$ cat config.mk
export PLATFORM = sky130hd
export DESIGN_NAME = fetch_pc_unit
export DESIGN_NICKNAME = d
export VERILOG_FILES = /design/src/rtl/fetch_pc_unit.sv
export SDC_FILE = /design/constraint.sdc
export NUM_CORES = 1
export LEC_CHECK = 0
export ABC_CLOCK_PERIOD_IN_PS = 2380
export CAP_MARGIN = 15
export CORE_ASPECT_RATIO = 2
export CORE_UTILIZATION = 52
export DETAILED_ROUTE_END_ITERATION = 7
export PLACE_DENSITY_LB_ADDON = 0.3
export SLEW_MARGIN = 20
export SYNTH_ARGS = -nofsm -noshare
export SYNTH_HDL_FRONTEND = slang
export SYNTH_SLANG_ARGS = --single-unit
$ cat constraint.sdc
create_clock -name clk -period 2.38 [get_ports clk]
set_input_delay 0.714 -clock clk [delete_from_list [all_inputs] [get_ports clk]]
set_output_delay 0.714 -clock clk [all_outputs]
set_load 0.005 [all_outputs]
$ cat src/rtl/fetch_pc_unit.sv
// Instruction-fetch stage: owns the PC, issues instruction-memory requests and
// fills the IF/ID register, honouring delay slots, stalls and memory latency.
module fetch_pc_unit #(
   parameter logic [31:0] RESET_PC   = 32'h0000_0000,
   parameter logic        DELAY_SLOT = 1'b1
) (
   input  logic        clk,
   input  logic        reset,
   input  logic        stall,
   input  logic        taken,
   input  logic [31:0] branch_target,
   output logic        imem_req,
   output logic [31:0] imem_addr,
   input  logic [31:0] imem_rdata,
   input  logic        imem_ready,
   output logic [31:0] if_id_instr,
   output logic [31:0] if_id_pc4,
   output logic        if_id_valid
);

   typedef enum logic {FETCH = 1'b0, HOLD = 1'b1} state_t;

   state_t      state_q, state_d;
   logic [31:0] pc_q, pc_d;
   logic [31:0] pc_plus4;
   logic [31:0] target_aligned;
   logic [31:0] redirect_pc_q, redirect_pc_d;
   logic        redirect_pend_q, redirect_pend_d;
   logic [31:0] buf_instr_q, buf_pc4_q;
   logic        accept;
   logic        deliver;
   logic        capture;
   logic        bubble;
   logic        is_slot;
   logic [31:0] id_instr_d, id_pc4_d;
   logic        id_valid_d;

   assign pc_plus4       = pc_q + 32'd4;
   assign target_aligned = branch_target & 32'hFFFF_FFFC;
   assign accept         = taken & ~stall & if_id_valid;
   assign imem_req       = (state_q == FETCH) & ~reset;
   assign imem_addr      = pc_q & 32'hFFFF_FFFC;

   always_comb begin
      state_d         = state_q;
      pc_d            = pc_q;
      redirect_pc_d   = redirect_pc_q;
      redirect_pend_d = redirect_pend_q;
      deliver         = 1'b0;
      capture         = 1'b0;
      bubble          = 1'b0;
      id_instr_d      = if_id_instr;
      id_pc4_d        = if_id_pc4;
      id_valid_d      = if_id_valid;

      unique case (state_q)
         FETCH: begin
            if (imem_ready) begin
               if (!stall) begin
                  deliver    = 1'b1;
                  id_instr_d = imem_rdata;
                  id_pc4_d   = pc_plus4;
               end else begin
                  capture = 1'b1;
                  state_d = HOLD;
               end
            end else if (!stall) begin
               bubble = 1'b1;
            end
         end
         HOLD: begin
            if (!stall) begin
               deliver    = 1'b1;
               id_instr_d = buf_instr_q;
               id_pc4_d   = buf_pc4_q;
               state_d    = FETCH;
            end
         end
         default: state_d = FETCH;
      endcase

      // A delivery coinciding with accept, or following a pending accept, is the delay slot.
      is_slot = accept | redirect_pend_q;

      if (deliver) begin
         if (accept)
            pc_d = target_aligned;
         else if (redirect_pend_q)
            pc_d = redirect_pc_q;
         else
            pc_d = pc_plus4;
         redirect_pend_d = 1'b0;
         id_valid_d      = DELAY_SLOT | ~is_slot;
      end else if (accept) begin
         redirect_pend_d = 1'b1;
         redirect_pc_d   = target_aligned;
      end

      if (bubble)
         id_valid_d = 1'b0;
   end

   always_ff @(posedge clk) begin
      if (reset) begin
         state_q         <= FETCH;
         pc_q            <= RESET_PC & 32'hFFFF_FFFC;
         redirect_pc_q   <= '0;
         redirect_pend_q <= 1'b0;
         buf_instr_q     <= '0;
         buf_pc4_q       <= '0;
         if_id_instr     <= '0;
         if_id_pc4       <= '0;
         if_id_valid     <= 1'b0;
      end else begin
         state_q         <= state_d;
         pc_q            <= pc_d;
         redirect_pc_q   <= redirect_pc_d;
         redirect_pend_q <= redirect_pend_d;
         if (capture) begin
            buf_instr_q <= imem_rdata;
            buf_pc4_q   <= pc_plus4;
         end
         if_id_instr <= id_instr_d;
         if_id_pc4   <= id_pc4_d;
         if_id_valid <= id_valid_d;
      end
   end

endmodule
==> results of run 1 <==
[power by group]
group          switching (mW)  internal, mW  total (mW)
Combinational           0.554         0.552        1.11
Sequential              0.124          3.29        3.42
Clock                    1.33          1.49        2.82
[cells in the mapped netlist, types with 6 or more instances]
library cell,instances
a221o_1,16
clkbuf_1,66
and4_1,6
nor4_2,6
nor3_1,42
buf_1,7
nand4_1,12
inv_1,10
xnor2_1,12
o211ai_1,7
a211oi_1,52
nor3b_1,8
buf_4,7
nor2_1,110
nand2_1,186
a221oi_1,8
o21ai_1,10
mux2i_1,34
nand3_1,27
dfxtp_1,187
a31oi_1,14
buf_2,13
nor4_1,12
a21oi_1,109
xor2_1,10
o21ai_0,18
[metrics by stage]
step	instance area (µm²)	power, mW
5_1_grt	11100	7.61
6_report	11100	7.35
4_1_cts	11100	7.37
3_3_place_gp	10600	4.55
2_1_floorplan	8440	3.99
3_5_place_dp	10600	4.58
[metal layers]
metal | up-vias | wire length, µm | global-route usage, %
met2 | 329 | 13000 | 53.6
met3 | 81 | 1490 | 5.92
met4 | 0 | 1740 | 21.7
li1 | 3995 | - | -
met5 | - | 0 | 0
met1 | 3820 | 9160 | 32.6
[cell usage in the layout, fill, tap and decap left out, drive strengths merged, types with 16 or more instances in the layout]
cell           instances
a221o                 16
nor4                  19
nor2                 111
dfxtp                187
a21oi                109
a211oi                54
o21ai                 28
nand3                 29
clkbuf                18
inv                   19
mux2i                 34
nor3                  43
clkdlybuf4s50        159
buf                   69
nand2                187
[sequential cells by signal, summed over array words and instances (netlist names)]
name / count
if_id_pc4: 30
state_q: 1
if_id_instr: 32
pc_q: 30
redirect_pc_q: 30
buf_pc4_q: 30
buf_instr_q: 32
if_id_valid: 1
redirect_pend_q: 1
[worst paths after layout]
check	from	end	slack [ns]	cells past startpoint
worst max register to register	pc_q[13]	if_id_pc4[26]	0.15	7
worst min-delay path	if_id_pc4[7]	if_id_pc4[7]	0.45	2
worst max-delay path	pc_q[14]	imem_addr[14]	0.02	1
worst min register to register	if_id_pc4[7]	if_id_pc4[7]	0.45	2
[kinds of logic after synthesis]
kind of cell | Yosys count
adder cells (fa/ha/maj) | 1
other | 1
AND/OR/NAND/NOR | 444
multiplexers | 34
buffers and inverters | 105
flip-flops | 187
AO/OA/AOI/OAI | 250
XOR/XNOR | 22
[final cells by class]
| type | instances | area, µm² |
|---|---|---|
| clock buffer | 18 | 429 |
| clock inverter | 14 | 150 |
| fill | 1265 | 4640 |
| inverter | 10 | 37.5 |
| multi-input combinational | 755 | 4290 |
| sequential | 187 | 3750 |
| tap | 201 | 251 |
| timing repair buffer | 228 | 2240 |
==> impl_metrics.env, run 1 <==
export IMPL_cts_sinks=187
export IMPL_netlist_area_um2=8430
export IMPL_cts_buffers_inserted=17
export IMPL_io_pin_count=167
export IMPL_clock_latency_ns=0.44
export IMPL_io_buffer_count=160
export IMPL_synth_top_cell_by_area="dfxtp_1"
export IMPL_area_growth_pct=32.2
export IMPL_synth_seq_cells=187
export IMPL_ctsHoldBuffers=0
export IMPL_grt_antenna_before_repair=0
export IMPL_wl_um=25400
export IMPL_synth_async_reset_ratio_pct=0
export IMPL_cts_tree="built"
export IMPL_worstMarginPinSlew_ns=0.653
export IMPL_synth_top_family_by_area="simple AND/OR/NAND/NOR gates"
export IMPL_crit_family="buffers and inverters"
export IMPL_crit_required_ns=1.67
export IMPL_postSynthCellCount=1044
export IMPL_synth_compound_area_share_pct=18.9
export IMPL_skew_ns=0.00961
export IMPL_viasPerCell=5.82
export IMPL_pre_cts_ws_ns=-0.143
export IMPL_ant_nets=0
export IMPL_syn_avg_cell_area_um2=8.07
export IMPL_track_usage_pct=30.7
export IMPL_routed_via_count=8225
export IMPL_dp_final_hpwl_um=17400
export IMPL_drtIter0Drc=694
export IMPL_start_util_pct=53.4
export IMPL_coreArea_um2=15800
export IMPL_grt_start_max_net_pins=135
export IMPL_final_layout_size_suffix_gt1_share_pct=10.3
export IMPL_die_area_um2=16800
export IMPL_dr_pass1_iters=6
export IMPL_synth_xor_area_share_pct=2.29
export IMPL_final_cells=1413
export IMPL_clk_path_buf_depth=2
export IMPL_n_antenna_cell=0
export IMPL_synth_edff_count=0
export IMPL_max_stage_delay_ns=0.64
export IMPL_arrival_ns=1.65
export IMPL_slowest_stage="clkdlybuf4s50_1"
export IMPL_hold_path_class="flop to flop"
export IMPL_ys_warn_count=0
export IMPL_die_h_um=182
export IMPL_synthMuxAreaShare_pct=4.04
export IMPL_holdWs_ns=0.452
export IMPL_wl_per_cell_um=17.9
export IMPL_cp_end_kind="output port"
export IMPL_path_class="flop to output port"
export IMPL_leakage_nw=3.86
export IMPL_h_tree_depth=4
export IMPL_drc=0
export IMPL_synthFlopType="dfxtp_1"
export IMPL_row_count=65
export IMPL_rsz0062_at_grt="no"
export IMPL_clkTransAtPathRegs_ns=0.07
export IMPL_finalWeightedCongestion=0.949
export IMPL_synthAdderAreaFrac_pct=0.148
export IMPL_grt_pass1_wl_um=40100
export IMPL_path_buf_inv=1
export IMPL_finalSetupViolCount=0
export IMPL_ys_seq_area_share_pct=44.4
export IMPL_synthTopCellsByArea="dfxtp_1, nand2_1, a21oi_1"
export IMPL_peakVddDrop_v=0.000482
export IMPL_hold_viol_final=0
export IMPL_final_nets=1269
export IMPL_grt_overflow=0
export IMPL_synth_simple_area_share_pct=24.9
export IMPL_post_cts_resized=0
export IMPL_tns_ns=0
export IMPL_place_inst=1381
export IMPL_grt_pass1_vias=7867
export IMPL_netlist_area_leader_share_pct=44.4
export IMPL_post_cts_setup_buffers=0
export IMPL_critPathLaunchType="flop"
export IMPL_maxSlewViolCount=0
export IMPL_max_slew_margin_rel_pct=56.5
export IMPL_critical_path_cell_chain="clkdlybuf4s50_1"
export IMPL_cp_max_fo=8
export IMPL_drv_cap=0
export IMPL_fin_crit_sh_pct=99.1
export IMPL_yosysUniqueCellTypes=57
export IMPL_clock_fmax_ghz=0.424
export IMPL_p_per_area_nw_per_um2=659
export IMPL_outcome="finished, final reports clean"
export IMPL_die_w_um=92.0
export IMPL_finalWorstSetupSlack_ns=0.0208
export IMPL_utilization_pct=70.6
export IMPL_fin_crit_ns=2.36
export IMPL_cts_root_buf="clkbuf_16"
Power figures use the tool's default switching activity.
==> run 2: changes to the inputs <==
- CTS_CLUSTER_DIAMETER: default -> 120
- TNS_END_PERCENT: default -> 10
==> results of run 2 <==
No change in the layout: final DEF, timing and power equal those of run 1.
